[config.mk]
export PLATFORM = sky130hd
export DESIGN_NAME = tetris_vga_renderer
export DESIGN_NICKNAME = d
export VERILOG_FILES = /design/src/rtl/tetris_vga_renderer.sv
export SDC_FILE = /design/constraint.sdc
export NUM_CORES = 1
export LEC_CHECK = 0
export CAP_MARGIN = 10
export CORE_MARGIN = 1.5
export CORE_UTILIZATION = 47
export CTS_CLUSTER_DIAMETER = 80
export CTS_CLUSTER_SIZE = 25
export DETAILED_ROUTE_END_ITERATION = 6
export PLACE_DENSITY_LB_ADDON = 0.15
export SYNTH_ARGS = -nofsm -noshare
export SYNTH_HDL_FRONTEND = slang
export SYNTH_SLANG_ARGS = --single-unit
export TNS_END_PERCENT = 1
[constraint.sdc]
create_clock -name clk -period 4.38 [get_ports clk]
set_input_delay 0.657 -clock clk [delete_from_list [all_inputs] [get_ports clk]]
set_output_delay 0.657 -clock clk [all_outputs]
set_load 0.01 [all_outputs]
[src/rtl/tetris_vga_renderer.sv]
// 640x480@60 VGA renderer for a 10x20 tetris board: 25 MHz pixel tick from a toggle FF,
// board snapshotted once per frame in vertical blank, 1-tick registered output pipeline.
module tetris_vga_renderer #(
    parameter int          FIELD_X0   = 240,
    parameter int          FIELD_Y0   = 80,
    parameter int          BORDER     = 4,
    parameter logic [23:0] FILL_RGB   = 24'h00C0FF,
    parameter logic [23:0] EMPTY_RGB  = 24'h202020,
    parameter int          CELL_SHIFT = 4,
    parameter int          H_VIS      = 640,
    parameter int          H_FP       = 16,
    parameter int          H_SYNC     = 96,
    parameter int          H_BP       = 48,
    parameter int          V_VIS      = 480,
    parameter int          V_FP       = 10,
    parameter int          V_SYNC     = 2,
    parameter int          V_BP       = 33
) (
    input  logic         clk,
    input  logic         resetn,
    input  logic [199:0] board,
    output logic         vga_HS,
    output logic         vga_VS,
    output logic         vga_blank_n,
    output logic [7:0]   R,
    output logic [7:0]   G,
    output logic [7:0]   B,
    output logic         frame_start
);
    localparam int FW = 10 << CELL_SHIFT;
    localparam int FH = 20 << CELL_SHIFT;

    localparam logic [9:0] HV  = 10'(H_VIS);
    localparam logic [9:0] HSS = 10'(H_VIS + H_FP);
    localparam logic [9:0] HSE = 10'(H_VIS + H_FP + H_SYNC);
    localparam logic [9:0] HL  = 10'(H_VIS + H_FP + H_SYNC + H_BP - 1);
    localparam logic [9:0] VV  = 10'(V_VIS);
    localparam logic [9:0] VSS = 10'(V_VIS + V_FP);
    localparam logic [9:0] VSE = 10'(V_VIS + V_FP + V_SYNC);
    localparam logic [9:0] VL  = 10'(V_VIS + V_FP + V_SYNC + V_BP - 1);
    localparam logic [9:0] FX0 = 10'(FIELD_X0);
    localparam logic [9:0] FX1 = 10'(FIELD_X0 + FW);
    localparam logic [9:0] FY0 = 10'(FIELD_Y0);
    localparam logic [9:0] FY1 = 10'(FIELD_Y0 + FH);
    localparam logic [9:0] BX0 = 10'(FIELD_X0 - BORDER);
    localparam logic [9:0] BX1 = 10'(FIELD_X0 + FW + BORDER);
    localparam logic [9:0] BY0 = 10'(FIELD_Y0 - BORDER);
    localparam logic [9:0] BY1 = 10'(FIELD_Y0 + FH + BORDER);

    logic         r_pix_en;
    logic [9:0]   r_hcnt, r_vcnt;
    logic [199:0] r_snap;

    logic         w_vis, w_field, w_frame, w_hs, w_vs, w_cell;
    logic [9:0]   w_dx, w_dy;
    logic [3:0]   w_col;
    logic [4:0]   w_row;
    logic [7:0]   w_idx;
    logic [23:0]  w_rgb;

    assign w_vis   = (r_hcnt < HV) && (r_vcnt < VV);
    assign w_field = (r_hcnt >= FX0) && (r_hcnt < FX1) && (r_vcnt >= FY0) && (r_vcnt < FY1);
    assign w_frame = (r_hcnt >= BX0) && (r_hcnt < BX1) && (r_vcnt >= BY0) && (r_vcnt < BY1);
    assign w_hs    = !((r_hcnt >= HSS) && (r_hcnt < HSE));
    assign w_vs    = !((r_vcnt >= VSS) && (r_vcnt < VSE));

    // Offsets are only meaningful inside the field; w_field gates their use.
    assign w_dx   = r_hcnt - FX0;
    assign w_dy   = r_vcnt - FY0;
    assign w_col  = 4'(w_dx >> CELL_SHIFT);
    assign w_row  = 5'(w_dy >> CELL_SHIFT);
    assign w_idx  = {3'd0, w_row} * 8'd10 + {4'd0, w_col};
    assign w_cell = r_snap[8'd199 - w_idx];

    always_comb begin
        w_rgb = 24'h000000;
        if (w_vis) begin
            if (w_field)
                w_rgb = w_cell ? FILL_RGB : EMPTY_RGB;
            else if (w_frame)
                w_rgb = 24'hFFFFFF;
        end
    end

    always_ff @(posedge clk or negedge resetn) begin
        if (!resetn) begin
            r_pix_en    <= 1'b0;
            r_hcnt      <= '0;
            r_vcnt      <= '0;
            r_snap      <= '0;
            vga_HS      <= 1'b1;
            vga_VS      <= 1'b1;
            vga_blank_n <= 1'b0;
            R           <= '0;
            G           <= '0;
            B           <= '0;
            frame_start <= 1'b0;
        end else begin
            r_pix_en    <= ~r_pix_en;
            frame_start <= 1'b0;
            if (r_pix_en) begin
                vga_HS      <= w_hs;
                vga_VS      <= w_vs;
                vga_blank_n <= w_vis;
                {R, G, B}   <= w_rgb;
                if (r_hcnt == HL) begin
                    r_hcnt <= '0;
                    r_vcnt <= (r_vcnt == VL) ? 10'd0 : r_vcnt + 10'd1;
                end else begin
                    r_hcnt <= r_hcnt + 10'd1;
                end
                // First blank pixel of the vertical blank: safe point to take a new board.
                if (r_hcnt == 10'd0 && r_vcnt == VV) begin
                    r_snap      <= board;
                    frame_start <= 1'b1;
                end
            end
        end
    end
endmodule

# Yosys cells after proc, flatten, opt, wreduce, memory -nomap -nowiden
# Cells that the tools add are included.
[word_totals] regBits=249 latch_bits=0 mem_bits_rw=0 rom_bits=0 out_inout_bits=28 word_cells=62 n_memories=0
[classes] add_sub_neg=6 multipliers=1 div=0 magnitude_cmp=15 n_eq_ne=3 n_shift=0 mux=10 n_bitwise=1 reduce_logical=15
[ops] cell="$mux 24" count=3
[ops] cell="$lt 10x9->1 const B" count=6
[ops] cell="$mux 22" count=1
[ops] cell="$add 10x1->10 const B" count=2
[ops] cell="$eq 10x10->1 const B" count=2
[ops] cell="$ge 10x7->1 const B" count=2
[ops] cell="$ge 10x8->1 const B" count=2
[ops] cell="$lt 10x10->1 const B" count=2
[ops] cell="$mux 10" count=2
[ops] cell="$eq 10x9->1 const B" count=1
[ops] cell="$ge 10x10->1 const B" count=1
[ops] cell="$ge 10x9->1 const B" count=1
[ops] cell="$logic_and 1x1->1" count=10
[ops] cell="$logic_not 10->1" count=1
[ops] cell="$lt 8x9->1 const B" count=1
[ops] cell="$sub 9x7->9 const B" count=1
[ops] cell="$add 8x4->8" count=1
[ops] cell="$bmux 1 s8" count=1
[ops] cell="$sub 8x8->8 const A" count=1
[ops] cell="$sub 8x8->8 const B" count=1
[ops] cell="$mul 5x3->7 const B" count=1
[ops] cell="$reduce_and 2->1" count=2
[ops] cell="$mux 1" count=3
[ops] cell="$logic_not 1->1" count=2
[ops] cell="$not 1->1" count=1

# Depth between registers and ports, before layout
[logic_depth] depth_word=9 ltp_mapped=18 depth_no_buf=17

# Worst setup path after synthesis
# OpenSTA, ideal clock, no wires.
[synth_path] path_kind="reg2reg" from="register r_hcnt[4]" to="register G[6]" setup_time_ns=0.120 t_arrival_ns=4.254 required_time_ns=4.260 path_slack_ns=0.007 stages_incl_launch_ff=17 n_path_buf=5 synth_period_minus_slack_ns=4.373 cell_sequence="dfrtp_1 > buf_6 > buf_2 > buf_2 > inv_1 > ha_1 > inv_1 > ha_1 > fa_1 > clkbuf_1 > clkbuf_1 > mux4_2 > a211oi_1 > o41ai_1 > o311ai_1 > a211oi_1 > a31o_1"
[synth_via] elab_chain_len=8 elab_cells_between_ends=21 cone_classes="3 x add/sub; 5 x order compare; 6 x mux; 7 x reduce/logical"
[synth_rtl] item="start: declaration" line_no="51" text="logic [9:0] r_hcnt, r_vcnt;"
[synth_rtl] item="start signal: assignment" line_no="110" text="r_hcnt <= r_hcnt + 10'd1;"
[synth_rtl] item="$sub 8x8->8" line_no="68" text="assign w_dx = r_hcnt - FX0;"
[synth_rtl] item="$add 8x4->8" line_no="72" text="assign w_idx = {3'd0, w_row} * 8'd10 + {4'd0, w_col};"
[synth_rtl] item="$sub 8x8->8" line_no="73" text="assign w_cell = r_snap[8'd199 - w_idx];"
[synth_rtl] item="$bmux 1 s8" line_no="73"
[synth_rtl] item="$mux 1 (implied by the code)" line_no="73"
[synth_rtl] item="$mux 22" line_no="79" text="w_rgb = w_cell ? FILL_RGB : EMPTY_RGB;"
[synth_rtl] item="$mux 24" line_no="78" text="if (w_field)"
[synth_rtl] item="$mux 24 *" line_no="77" text="if (w_vis) begin"
[synth_rtl] item="end signal: assignment" line_no="105" text="{R, G, B} <= w_rgb;"
[synth_rtl] item="end: declaration" line_no="26" text="output logic [7:0] G,"
# Every way passes the cells marked *; elsewhere a longest branch is shown, timed or not. The select of a mux whose other input is x is not followed.
# A chain may end at the register's enable or synchronous reset.

# Worst setup path after layout
[layout_path] from="register r_vcnt[4]" to="register G[6]"
[layout_via] elab_chain_len=9 elab_cells_between_ends=20 cone_classes="3 x add/sub; 1 x mul; 5 x order compare; 6 x mux; 5 x reduce/logical"
[layout_rtl] item="start: declaration" line_no="51"
[layout_rtl] item="start signal: assignment" line_no="108" text="r_vcnt <= (r_vcnt == VL) ? 10'd0 : r_vcnt + 10'd1;"
[layout_rtl] item="$sub 9x7->9" line_no="69" text="assign w_dy = r_vcnt - FY0;"
[layout_rtl] item="$mul 5x3->7" line_no="72"
[layout_rtl] item="$add 8x4->8" line_no="72"
[layout_rtl] item="$sub 8x8->8" line_no="73"
[layout_rtl] item="$bmux 1 s8" line_no="73"
[layout_rtl] item="$mux 1 (implied by the code)" line_no="73"
[layout_rtl] item="$mux 22" line_no="79"
[layout_rtl] item="$mux 24" line_no="78"
[layout_rtl] item="$mux 24 *" line_no="77"
# Marked as above.

==> results by group <==
Pwr
  – PwrDens: roughly 250 mW/mm²
  – Final Power: 0.00360 W
  – Max rail drop VDD: between 0.0002 and 0.00025 V
  – Pleak: 6.04 nW

Timing
  – Setup violators final: 0
  – Relative slew margins: 38.0%
  – Fin. Hold Viols: 0
  – Setup TNS: 0 ns
  – Slew Viols, Final: 0
  – Worst Tran Pin Value: ~0.93 ns
  – Worst Skew: ~0.025 ns
  – Final worst-path cycle share: 94.6%
  – Fmax: 241 MHz
  – Hold slack: around 0.17 ns
  – Minimum clock period: between 4 and 5 ns
  – RSZ-0062 raised after global routing: false

Status
  – Status: finished clean

Worst setup path
  – CP endpoint kind: register
  – Required @ worst endpoint: 4.76 ns
  – R2R depth: 17
  – Startpoint types: register
  – Worst-path fanout max: 7
  – Critical path data arrival time: 4.53 ns
  – Kind of critical path: reg -> reg

Synth
  – Synth Area in Compound Gates: 5.82%
  – Largest family of logic cells by synthesized area: simple AND/OR/NAND/NOR gates
  – Synth area leader: dfrtp_1
  – Post-Syn Area: approximately 0.012 mm²
  – Syn. warnings: 0
  – Yosys reg bits: 229
  – Share of the synthesized area in the top cell type: 49.0%
  – Post-synth EDFFs: 0
  – Synth Instances: 1,270
  – Synth top area cells: dfrtp_1 (49%), nand2_1 (21%), mux4_2 (8.6%), ha_1 (3.0%), clkbuf_1 (1.9%)
  – Synth async-reset ratio: 100%
  – Syn nets: 1,502
  – Ys flop type: dfrtp_1
  – Post-Syn Area per Cell: just over 9 µm²
  – Xor-xnor portion of the synthesized cell area: under 10%
  – Mux contribution to synthesized area: 10.3%
  – Synth Area in Adders: approximately 3.4%
  – Sequential fraction of the synthesis area: approximately half
  – Post-Synth Simple-Gate Area: between 20 and 25%
  – Cell variety after synth: 60

Floorplanning
  – Top-level I/O count: 230
  – Core Area: between 0.02 and 0.025 mm²
  – Die Width: roughly 160 µm
  – Die H: about 160 µm
  – Row Count: 57
  – Initial Util: approximately 48%
  – Full die area: roughly 0.026 mm²

Placement
  – PortBufs: approximately 230
  – GP Congestion: roughly 0.85
  – Post-DP HPWL: 20.1 mm
  – Placed inst area: about 0.014 mm²

Detailed routing
  – DRC violations left: 0
  – Vias/cell: between 5 and 6
  – Initial DRC count: approximately 660
  – Total Wirelength: approximately 29 mm
  – Post-DRT Antenna Nets: 0
  – Routed len/inst: 16.3 µm
  – Vias after detailed routing: 9,205
  – Drt pass-1 iters: 5

Layout
  – Design area: 0.0145 mm²
  – Fin nets: 1,676
  – Share of layout cells above drive strength 1: 7.67%
  – Fillers: between 2,000 and 2,500
  – Final core occ: between 50% and 60%
  – Ant diodes: 0
  – Area growth from synthesis to layout: 25.3%

Worst hold path
  – Hold WC Path Type: in -> async

CTS
  – CTS Buffer Depth: 3
  – CTS tree: yes
  – H-tree depth: 1
  – Clock Latency Late Sink: 0.50 ns
  – # clock sinks: 229
  – CTS Buf Count: 13
  – Worst-path clk slew: approximately 0.1 ns
  – Root Buffer: clkbuf_16
  – CTS Hold Bufs: 0

Global route
  – Initial antenna violation count: 0
  – Grt ovf: 0
  – Vias in the first global route: about 9,000
  – Global-route wire length before repair: around 47 mm
  – Largest net degree at the start of global routing: about 200
  – Global Route Usage Sum: between 20% and 30%

Flow run
  – MaxCap Viol Count: 0
[kinds of logic (layout without fill, tap and decap cells)]
kind of cell / after synthesis / after routing
compound gates: 97 / 97
flops: 229 / 229
buf+inv: 118 / 295
simple gates: 722 / 722
mux: 53 / 53
fa+ha+maj: 30 / 30
xor+xnor: 21 / 21
[sequential cells by signal, indices dropped and copies added (netlist names)]
name and flops:
vga_VS 1, r_vcnt 10, vga_HS 1, frame_start 1, r_pix_en 1, G 1
r_hcnt 10, r_snap 200, R 2, vga_blank_n 1, B 1
[worst max-delay path, cell delays in order (launching register included)]
cell	delay [ns]
dfrtp_1	0.35
inv_1	0.08
buf_4	0.17
ha_1	0.31
inv_1	0.05
ha_1	0.29
ha_1	0.24
fa_1	0.53
inv_1	0.08
ha_4	0.29
or3b_2	0.44
o211ai_1	0.11
a311oi_1	0.10
buf_4	0.18
or3_1	0.35
o22ai_2	0.17
a211oi_2	0.07
a31o_1	0.23
[stage by stage]
step | std cells | setup slack, ns
detailed placement | 1751 | 0.0319
finish | 1771 | 0.236
global route | 1771 | 0.0141
CTS | 1769 | 0.0274
floorplan | 1270 | 0.00681
global placement | 1751 | 0.197
[synthesized netlist by cell type (7+ instances only)]
| cell type | count |
|---|---|
| a211oi_1 | 9 |
| nand3_1 | 18 |
| dfrtp_1 | 227 |
| a21oi_1 | 13 |
| mux4_1 | 7 |
| mux4_2 | 44 |
| o21ai_0 | 22 |
| nand2_1 | 645 |
| inv_1 | 23 |
| ha_1 | 28 |
| o21a_1 | 13 |
| a2111oi_0 | 8 |
| xor2_1 | 7 |
| clkbuf_1 | 59 |
| xnor2_1 | 12 |
| buf_2 | 8 |
| nor2_1 | 19 |
| buf_4 | 21 |
[final cells by class]
cell class              count  area [µm²]  area share, %
flip-flops and latches    229        5740           39.5
multi-input cells         923        5390           37.2
repair buffers            253        2510           17.3
well taps                 324         405           2.79
clock buffers              14         329           2.27
inverters                  24        90.1          0.621
clock inverters             4        38.8          0.267
[where the power goes]
group          total (W)  internal, W  switching, W
logic           0.000235     0.000161     0.0000746
registers        0.00211      0.00211             0
clock network    0.00126     0.000557      0.000698
[timing repair]
| action | 4_1_cts | 5_1_grt |
|---|---|---|
| endpoints found under the setup margin | 2 | 2 |
| setup buffers | 0 | 2 |
| gates resized for setup | 1 | 13 |
| pin swaps | 0 | 1 |
[cell usage in the layout (no fill, tap or decap), drive strengths merged, types with 3 or more instances in the layout]
| cell type | count |
|---|---|
| a31oi | 4 |
| clkbuf | 14 |
| inv | 25 |
| nand2b | 4 |
| nor3 | 5 |
| dfrtp | 227 |
| and3 | 3 |
| buf | 25 |
| a21o | 4 |
| nand2 | 645 |
| or3 | 4 |
| mux4 | 51 |
| o21ai | 23 |
| xor2 | 8 |
| o21a | 13 |
| nor2 | 19 |
| clkdlybuf4s50 | 228 |
| a311oi | 5 |
| o211ai | 3 |
| nand4 | 6 |
| a21oi | 14 |
| nor4 | 6 |
| xnor2 | 12 |
| clkinv | 3 |
| a2111oi | 9 |
| ha | 28 |
| a211oi | 9 |
| and2 | 3 |
| nand3 | 18 |
[metal layers]
| layer | track usage, % | vias up | share of wire, % |
|---|---|---|---|
| met5 | 0 | - | 0 |
| met2 | 37.0 | 282 | 47 |
| met4 | 6.37 | 0 | 2.5 |
| met3 | 3.61 | 36 | 5.9 |
| li1 | - | 4486 | - |
| met1 | 33.2 | 4401 | 44 |
[final timing paths]
path,start,endpoint,slack [ns]
max in group asynchronous,resetn,r_snap[153]$_DFFE_PN0P_,3.15
setup reg to reg,r_vcnt[4]$_DFFE_PN0P_,G[6]$_DFFE_PN0P_,0.24
hold / removal,resetn,r_snap[117]$_DFFE_PN0P_,0.17
setup / recovery,r_vcnt[4]$_DFFE_PN0P_,G[6]$_DFFE_PN0P_,0.24
hold reg to reg,r_snap[56]$_DFFE_PN0P_,r_snap[56]$_DFFE_PN0P_,0.47
min in group clk,r_snap[56]$_DFFE_PN0P_,r_snap[56]$_DFFE_PN0P_,0.47
No activity file was read; power rests on OpenSTA's default activity.
